<file path="src/rtl/multicycle_controller.sv">
// Moore sequencing FSM for the multi-cycle RV32I datapath: fetch/decode/execute/memory/writeback
// with ready-stretched memory states and a trap on illegal opcodes or bus timeout.
module multicycle_controller #(
  parameter int unsigned TIMEOUT = 16,
  parameter int unsigned CNT_W   = 8
) (
  input  logic       clk_i,
  input  logic       rst_ni,
  input  logic [6:0] opcode_i,
  input  logic       zero_i,
  input  logic       mem_ready_i,
  output logic       mem_req_o,
  output logic       adr_src_o,
  output logic       mem_write_o,
  output logic       ir_write_o,
  output logic       pc_write_o,
  output logic       reg_write_o,
  output logic [1:0] result_src_o,
  output logic [1:0] alu_src_a_o,
  output logic [1:0] alu_src_b_o,
  output logic [1:0] alu_op_o,
  output logic [1:0] imm_src_o,
  output logic       instr_done_o,
  output logic       trap_o,
  output logic       bus_timeout_o
);

  typedef enum logic [3:0] {
    StIdle, StFetch, StDecode, StMemAdr, StMemRead, StMemWb, StMemWrite,
    StExecR, StExecI, StAluWb, StBeq, StJal, StTrap
  } state_e;

  localparam logic [6:0] OpLoad  = 7'b0000011;
  localparam logic [6:0] OpStore = 7'b0100011;
  localparam logic [6:0] OpR     = 7'b0110011;
  localparam logic [6:0] OpI     = 7'b0010011;
  localparam logic [6:0] OpBeq   = 7'b1100011;
  localparam logic [6:0] OpJal   = 7'b1101111;
  localparam logic [CNT_W-1:0] TimeoutCnt = CNT_W'(TIMEOUT);

  state_e           state_q, state_d;
  logic [CNT_W-1:0] cnt_q, cnt_d;
  logic             bus_timeout_q, bus_timeout_d;
  logic             stall, timeout_hit;

  assign stall       = (state_q inside {StFetch, StMemRead, StMemWrite}) && !mem_ready_i;
  assign timeout_hit = stall && (TIMEOUT != 0) && (cnt_q == TimeoutCnt);

  always_ff @(posedge clk_i or negedge rst_ni) begin
    if (!rst_ni) begin
      state_q       <= StIdle;
      cnt_q         <= '0;
      bus_timeout_q <= 1'b0;
    end else begin
      state_q       <= state_d;
      cnt_q         <= cnt_d;
      bus_timeout_q <= bus_timeout_d;
    end
  end

  always_comb begin
    state_d       = state_q;
    bus_timeout_d = bus_timeout_q;
    case (state_q)
      StIdle:     state_d = StFetch;
      StFetch:    if (mem_ready_i) state_d = StDecode;
      StDecode: begin
        case (opcode_i)
          OpLoad, OpStore: state_d = StMemAdr;
          OpR:             state_d = StExecR;
          OpI:             state_d = StExecI;
          OpBeq:           state_d = StBeq;
          OpJal:           state_d = StJal;
          default:         state_d = StTrap;
        endcase
      end
      // Loads and stores differ only in opcode bit 5.
      StMemAdr:   state_d = opcode_i[5] ? StMemWrite : StMemRead;
      StMemRead:  if (mem_ready_i) state_d = StMemWb;
      StMemWb:    state_d = StFetch;
      StMemWrite: if (mem_ready_i) state_d = StFetch;
      StExecR:    state_d = StAluWb;
      StExecI:    state_d = StAluWb;
      StAluWb:    state_d = StFetch;
      StBeq:      state_d = StFetch;
      StJal:      state_d = StAluWb;
      StTrap:     state_d = StTrap;
      default:    state_d = StTrap;
    endcase
    if (timeout_hit) begin
      state_d       = StTrap;
      bus_timeout_d = 1'b1;
    end
    cnt_d = (state_d != state_q) ? '0 : (stall ? cnt_q + 1'b1 : cnt_q);
  end

  always_comb begin
    mem_req_o     = 1'b0;
    adr_src_o     = 1'b0;
    mem_write_o   = 1'b0;
    ir_write_o    = 1'b0;
    pc_write_o    = 1'b0;
    reg_write_o   = 1'b0;
    result_src_o  = 2'b00;
    alu_src_a_o   = 2'b00;
    alu_src_b_o   = 2'b00;
    alu_op_o      = 2'b00;
    imm_src_o     = 2'b00;
    instr_done_o  = 1'b0;
    trap_o        = 1'b0;
    bus_timeout_o = bus_timeout_q;
    case (state_q)
      StFetch: begin
        mem_req_o    = 1'b1;
        alu_src_b_o  = 2'b10;
        result_src_o = 2'b10;
        ir_write_o   = mem_ready_i;
        pc_write_o   = mem_ready_i;
      end
      StDecode: begin
        alu_src_a_o = 2'b01;
        alu_src_b_o = 2'b01;
        imm_src_o   = 2'b10;
      end
      StMemAdr: begin
        alu_src_a_o = 2'b10;
        alu_src_b_o = 2'b01;
        imm_src_o   = opcode_i[5] ? 2'b01 : 2'b00;
      end
      StMemRead: begin
        mem_req_o = 1'b1;
        adr_src_o = 1'b1;
      end
      StMemWb: begin
        result_src_o = 2'b01;
        reg_write_o  = 1'b1;
        instr_done_o = 1'b1;
      end
      StMemWrite: begin
        mem_req_o    = 1'b1;
        mem_write_o  = 1'b1;
        adr_src_o    = 1'b1;
        instr_done_o = mem_ready_i;
      end
      StExecR: begin
        alu_src_a_o = 2'b10;
        alu_op_o    = 2'b10;
      end
      StExecI: begin
        alu_src_a_o = 2'b10;
        alu_src_b_o = 2'b01;
        alu_op_o    = 2'b10;
      end
      StAluWb: begin
        reg_write_o  = 1'b1;
        instr_done_o = 1'b1;
      end
      StBeq: begin
        alu_src_a_o  = 2'b10;
        alu_op_o     = 2'b01;
        pc_write_o   = zero_i;
        instr_done_o = 1'b1;
      end
      StJal: begin
        alu_src_a_o = 2'b01;
        alu_src_b_o = 2'b10;
        imm_src_o   = 2'b11;
        pc_write_o  = 1'b1;
      end
      StTrap:  trap_o = 1'b1;
      default: ;
    endcase
  end

endmodule

</file>
<file path="config.mk">
export PLATFORM = sky130hd
export DESIGN_NAME = multicycle_controller
export DESIGN_NICKNAME = d
export VERILOG_FILES = /design/src/rtl/multicycle_controller.sv
export SDC_FILE = /design/constraint.sdc
export NUM_CORES = 1
export LEC_CHECK = 0
export ABC_AREA = 1
export CAP_MARGIN = 15
export CORE_ASPECT_RATIO = 1.1
export CORE_MARGIN = 2
export CORE_UTILIZATION = 30
export DETAILED_ROUTE_END_ITERATION = 10
export PLACE_DENSITY = 0.55
export REMOVE_ABC_BUFFERS = 1
export SLEW_MARGIN = 5
export SYNTH_ARGS = -nofsm -noshare
export SYNTH_HDL_FRONTEND = slang
export SYNTH_SLANG_ARGS = --single-unit
</file>
<file path="constraint.sdc">
create_clock -name clk_i -period 3.87 [get_ports clk_i]
set_input_delay 0.774 -clock clk_i [delete_from_list [all_inputs] [get_ports clk_i]]
set_output_delay 0.774 -clock clk_i [all_outputs]
set_load 0.02 [all_outputs]
</file>
==> run metrics, run 1 <==
required time of the critical path=3.10 ns; Total Power=278.5 uW; GR peak layer=met2; final std cells w/o fill=254; WL final=2563 um; RSZ-0062 raised after global routing=no; Async SR Flop Fraction=100.0%; dpl cells=250; worst vdd ir=81.15 uV; clock-pin slew on the worst setup and hold paths=0.05 ns; Netlist cell types=22; postcts setup bufs=0; reg2reg setup slack=1.99 ns; Max-cap violations=0; arrival time at the worst endpoint=2.28 ns; fin. max-slew vios=0; share of post-route cells with drive strength above 1=12.25%; final hold viol count=0; first-pass GRT wire length=4243 um; Resize count post-CTS=0; ys flop type=dfrtp_1; status=finished clean; clk_lat worst skew=0.25 ns; worst hold path stage count=2; CP Launch Type=input port; sequential area share after synthesis=29.21%; Ant. Diodes=0; post-place setup slack=0.7997 ns; met3 global-route usage=1.134%; Routability Congestion=0.8266; final setup fails=0; final core occ=41.60%; antenna violations before repair=0; Synth top cells by count=nand2_1 (53), nor2_1 (29), inv_1 (27), dfrtp_1 (13); Port Buffer Count=29; HPWL Detailed=2123 um; CP startpoint=mem_ready_i; main area contributors after synthesis=dfrtp_1 (29%), nand2_1 (18%), nor2_1 (9.8%), inv_1 (9.1%), xor2_1 (4.7%); post-synth top area share=29.21%; Hold Buf Count CTS=0; most numerous cell in the Yosys netlist=nand2_1; Hold Path End=bus_timeout_o; leakage=0.0007919 uW; IO Count=30; Die X=62.09 um; fin crit share=79.02%; Hold Crit Start=bus_timeout_o; flops & latches, synth=13; Slew headroom=62.91%; DIE HEIGHT=67.90 um; CTS Sinks=13; reg2reg end=cnt_q[6]; wire per inst=10.09 um; Inserted Clock Buffers=3; R2R cell count=13; CTS tree=yes; Post-synth EDFFs=0; Area Overhead vs Synth=34.38%; drc violations=0; cell area power density=186.1 nW/um^2; Slowest-stage cell, CP=clkdlybuf4s50_1; H-tree Lvls=1; Avg Cell Area, Syn=6.437 um^2; core area=3597 um^2; largest net degree at the start of global routing=14; Cell Rows=23; Overflow after GRT=0; CTS root buffer=clkbuf_8; fmax=0.3270 GHz; Slew @ Worst Pin=0.5546 ns; vias per cell=4.358; CP cell instances=clkdlybuf4s50_1 > inv_1 > o221ai_1 > clkdlybuf4s50_1; slowest stage delay, CP=0.63 ns; Fin Setup TNS=0 ns; Crit path top cell by count=clkdlybuf4s50_1; Die ar.=4216 um^2; post-route ant nets=0; nets@finish=218; Overall Global Routing Usage=13.22%; CP Class=input port to output pin; DRT Pass-1 Iters=4; via count=1107; critical path capture point type=output pin; Post-Syn Instances=173; Synth Cell Area=1114 um^2; Starting DRT DRC Count=58; worst r2r src=state_q[2]; final worst slack=0.8119 ns; worst-path maximum fanout=6; routing usage on met2=22.40%; vias in the first global route=989; min Tclk post-route=3.058 ns; Synth area leader=dfrtp_1; worst min-delay path category=register to register; Starting Density=30.96%; Synth Warn #=0; skew final=0.003020 ns; met1 Use GR=17.51%; CTS Buffer Depth=2
## cell usage in the layout, fill, tap and decap left out, types with 2 or more instances in the layout
cell type,Yosys,routed
clkbuf_8,0,3
ha_1,2,2
nor2_4,3,3
inv_1,27,27
dfrtp_1,13,13
inv_2,3,3
nor2_2,5,5
xor2_1,6,6
nand3_2,3,3
nand4_1,6,6
nor2_1,29,29
nand2_1,53,53
nand3_1,5,5
o21ai_0,4,4
clkdlybuf4s50_1,0,29
nand2_2,3,3
nand2_4,3,3
## state kept, by name, summed over array words and instances (netlist names)
signal,cells
cnt_q,8
state_q,4
bus_timeout_o,1
## report_power, final
group          internal, uW  switching (uW)  leakage (uW)  total (uW)
clock network          72.8            49.8     0.0000228         123
registers               136               0      0.000166         136
logic                  10.4            9.36      0.000603        19.8
## per-layer routing
| layer | vias to the layer above | share of wire (%) |
|---|---|---|
| li1 | 587 | - |
| met1 | 495 | 45 |
| met2 | 23 | 49 |
| met3 | 2 | 3.9 |
| met4 | 0 | 1.3 |
| met5 | - | 0 |
## critical path, delay by kind of cell
| kind | cells | cell delay (ns) |
|---|---|---|
| buffers and inverters | 3 | 1.31 |
| AO/OA/AOI/OAI | 1 | 0.19 |
## cell type report
type                       instances  area [um^2]
clock buffer                       4        45.04
fill                             399         2101
inverter                          31        117.6
multi-input combinational        127        655.6
sequential                        13        325.3
tap                               50        62.56
timing repair buffer              29        290.3
## worst max path at each step
stage,endpoint,slack [ns]
final,instr_done_o,0.81
after global routing,instr_done_o,0.74
after CTS,instr_done_o,0.80
after detailed placement,instr_done_o,0.80
after global placement,instr_done_o,0.81
after floorplan,alu_src_a_o[0],1.46
## metrics by stage
stage | hold slack [ns] | area, um^2
2_1_floorplan | 0.4784 | 1099
4_1_cts | 0.4720 | 1496
3_3_place_gp | 0.4473 | 1451
6_report | 0.4616 | 1496
3_5_place_dp | 0.4578 | 1451
5_1_grt | 0.5163 | 1496
## logic make-up (layout without fill, tap and decap cells)
| group | Yosys count | count (layout) | share of synthesized area, % |
|---|---|---|---|
| xor+xnor | 7 | 7 | 5.506 |
| compound gates | 6 | 6 | 3.033 |
| simple gates | 111 | 111 | 47.08 |
| fa+ha+maj | 2 | 2 | 2.247 |
| mux | 1 | 1 | 1.011 |
| buf+inv | 33 | 64 | 11.91 |
| flops | 13 | 13 | 29.21 |
No activity file was read; power rests on OpenSTA's default activity.
==> run 2: changes to the inputs <==
clock period = 2.84 ns   (was 3.87 ns; I/O delays follow)
==> run 2 against run 1 <==
Routed wire length shrank 1.3%. Sequential cell count is the same. Total power grew 35%. Worst setup slack lost 0.58 ns.
==> run metrics, run 2 (synthesis gave the netlist of run 1 again) <==
arrival time at the worst endpoint=2.04 ns; worst vdd ir=120.2 uV; nets@finish=219; most common cell after layout, fill and taps aside=nand2_1; Resize count post-CTS=0; CTS Buffer Depth=2; Starting Density=30.96%; Largest Register=cnt_q; final setup fails=0; Slew @ Worst Pin=0.5858 ns; DIE HEIGHT=67.90 um; worst hold path stage count=2; share of post-route cells with drive strength above 1=12.68%; Die ar.=4216 um^2; core area=3597 um^2; Inserted Clock Buffers=3; final std cells w/o fill=255; drc violations=0; DRT Pass-1 Iters=4; HPWL Detailed=2148 um; Starting DRT DRC Count=47; largest net degree at the start of global routing=14; clock-pin slew on the worst setup and hold paths=0.05 ns; Max-cap violations=0; antenna violations before repair=0; first-pass GRT wire length=4077 um; CTS Sinks=13; IO Count=30; Cell Rows=23; CTS tree=yes; fmax=0.3837 GHz; required time of the critical path=2.27 ns; Port Buffer Count=29; Ant. Diodes=0; post-route ant nets=0; worst min-delay path category=register to register; clk_lat worst skew=0.24 ns; CP Class=register to output pin; dpl cells=251; Overflow after GRT=0; status=finished clean; via count=1107; leakage=0.0007967 uW; fin crit share=91.76%; Hold Buf Count CTS=0; min Tclk post-route=2.606 ns; vias per cell=4.341; postcts setup bufs=0; most frequent cells in the layout=nand2_1 (53), nor2_1 (29), clkdlybuf4s50_1 (29); max FFs per register=8; critical path capture point type=output pin; fillers=392; Area Overhead vs Synth=35.06%; skew final=0.003983 ns; Fin Setup TNS=0 ns; WL final=2529 um; Routability Congestion=0.8517; Overall Global Routing Usage=13.15%; vias in the first global route=966; R2R cell count=13; CP Launch Type=register; final hold viol count=0; Die X=62.09 um; RSZ-0062 raised after global routing=no; Slew headroom=60.83%; fin. max-slew vios=0; worst-path maximum fanout=8; H-tree Lvls=1; wire per inst=9.918 um; cell area power density=249.6 nW/um^2; CTS root buffer=clkbuf_8
-- run 2: report_power, final --
| part | internal (uW) | switching, uW |
|---|---|---|
| registers | 185 | 0 |
| clock network | 98.9 | 62.8 |
| logic | 15.1 | 13.1 |
| total | 300 | 75.9 |
-- run 2: critical path: stages (launching register included) --
cell	delay, ns
dfrtp_1	0.47
inv_1	0.10
nand2_1	0.22
nor2_1	0.09
or3_1	0.36
clkdlybuf4s50_1	0.54
-- run 2: layout make-up --
cell class | instances | area, um^2 | share of cell area [%]
Tap cell | 50 | 62.56 | 4.160
Inverter | 31 | 117.6 | 7.820
Timing Repair Buffer | 30 | 297.8 | 19.80
Clock buffer | 4 | 45.04 | 2.995
Multi-Input combinational cell | 127 | 655.6 | 43.59
Sequential cell | 13 | 325.3 | 21.63
-- run 2: final timing paths --
| check | startpoint | end | slack, ns |
|---|---|---|---|
| max | state_q[2] | alu_src_a_o[1] | 0.23 |
| min | bus_timeout_o | bus_timeout_o | 0.46 |
| max reg2reg | state_q[3] | cnt_q[0] | 1.01 |
| min reg2reg | bus_timeout_o | bus_timeout_o | 0.46 |
| max in group asynchronous | rst_ni | cnt_q[0] | 1.76 |
| min in group asynchronous | rst_ni | cnt_q[5] | 0.70 |
-- run 2: metal layers --
layer / up-vias / wire, um / GRT usage [%]
met3: 4 / 69 / 3.403
met1: 497 / 1149 / 16.38
met5: - / 0 / 0
met4: 0 / 29 / 4.255
li1: 586 / - / -
met2: 20 / 1280 / 21.74
-- run 2: stage by stage --
step	power, uW	cell area, um^2	worst slack, ns	hold WS [ns]	util, %
floorplan	195.8	1099	0.6364	0.2724	-
global placement	217.5	1459	0.3191	0.4478	40.56
detailed placement	217.5	1459	0.3074	0.4519	40.56
CTS	383.8	1504	0.2263	0.4658	41.81
global route	396.4	1504	0.08839	0.5255	41.81
finish	375.4	1504	0.2340	0.4588	41.81
==> run 3: changes to the inputs <==
SLEW_MARGIN = 20   (was 5)
==> results of run 3 <==
Same layout as run 2: the final DEF is identical, and so are final timing and power.
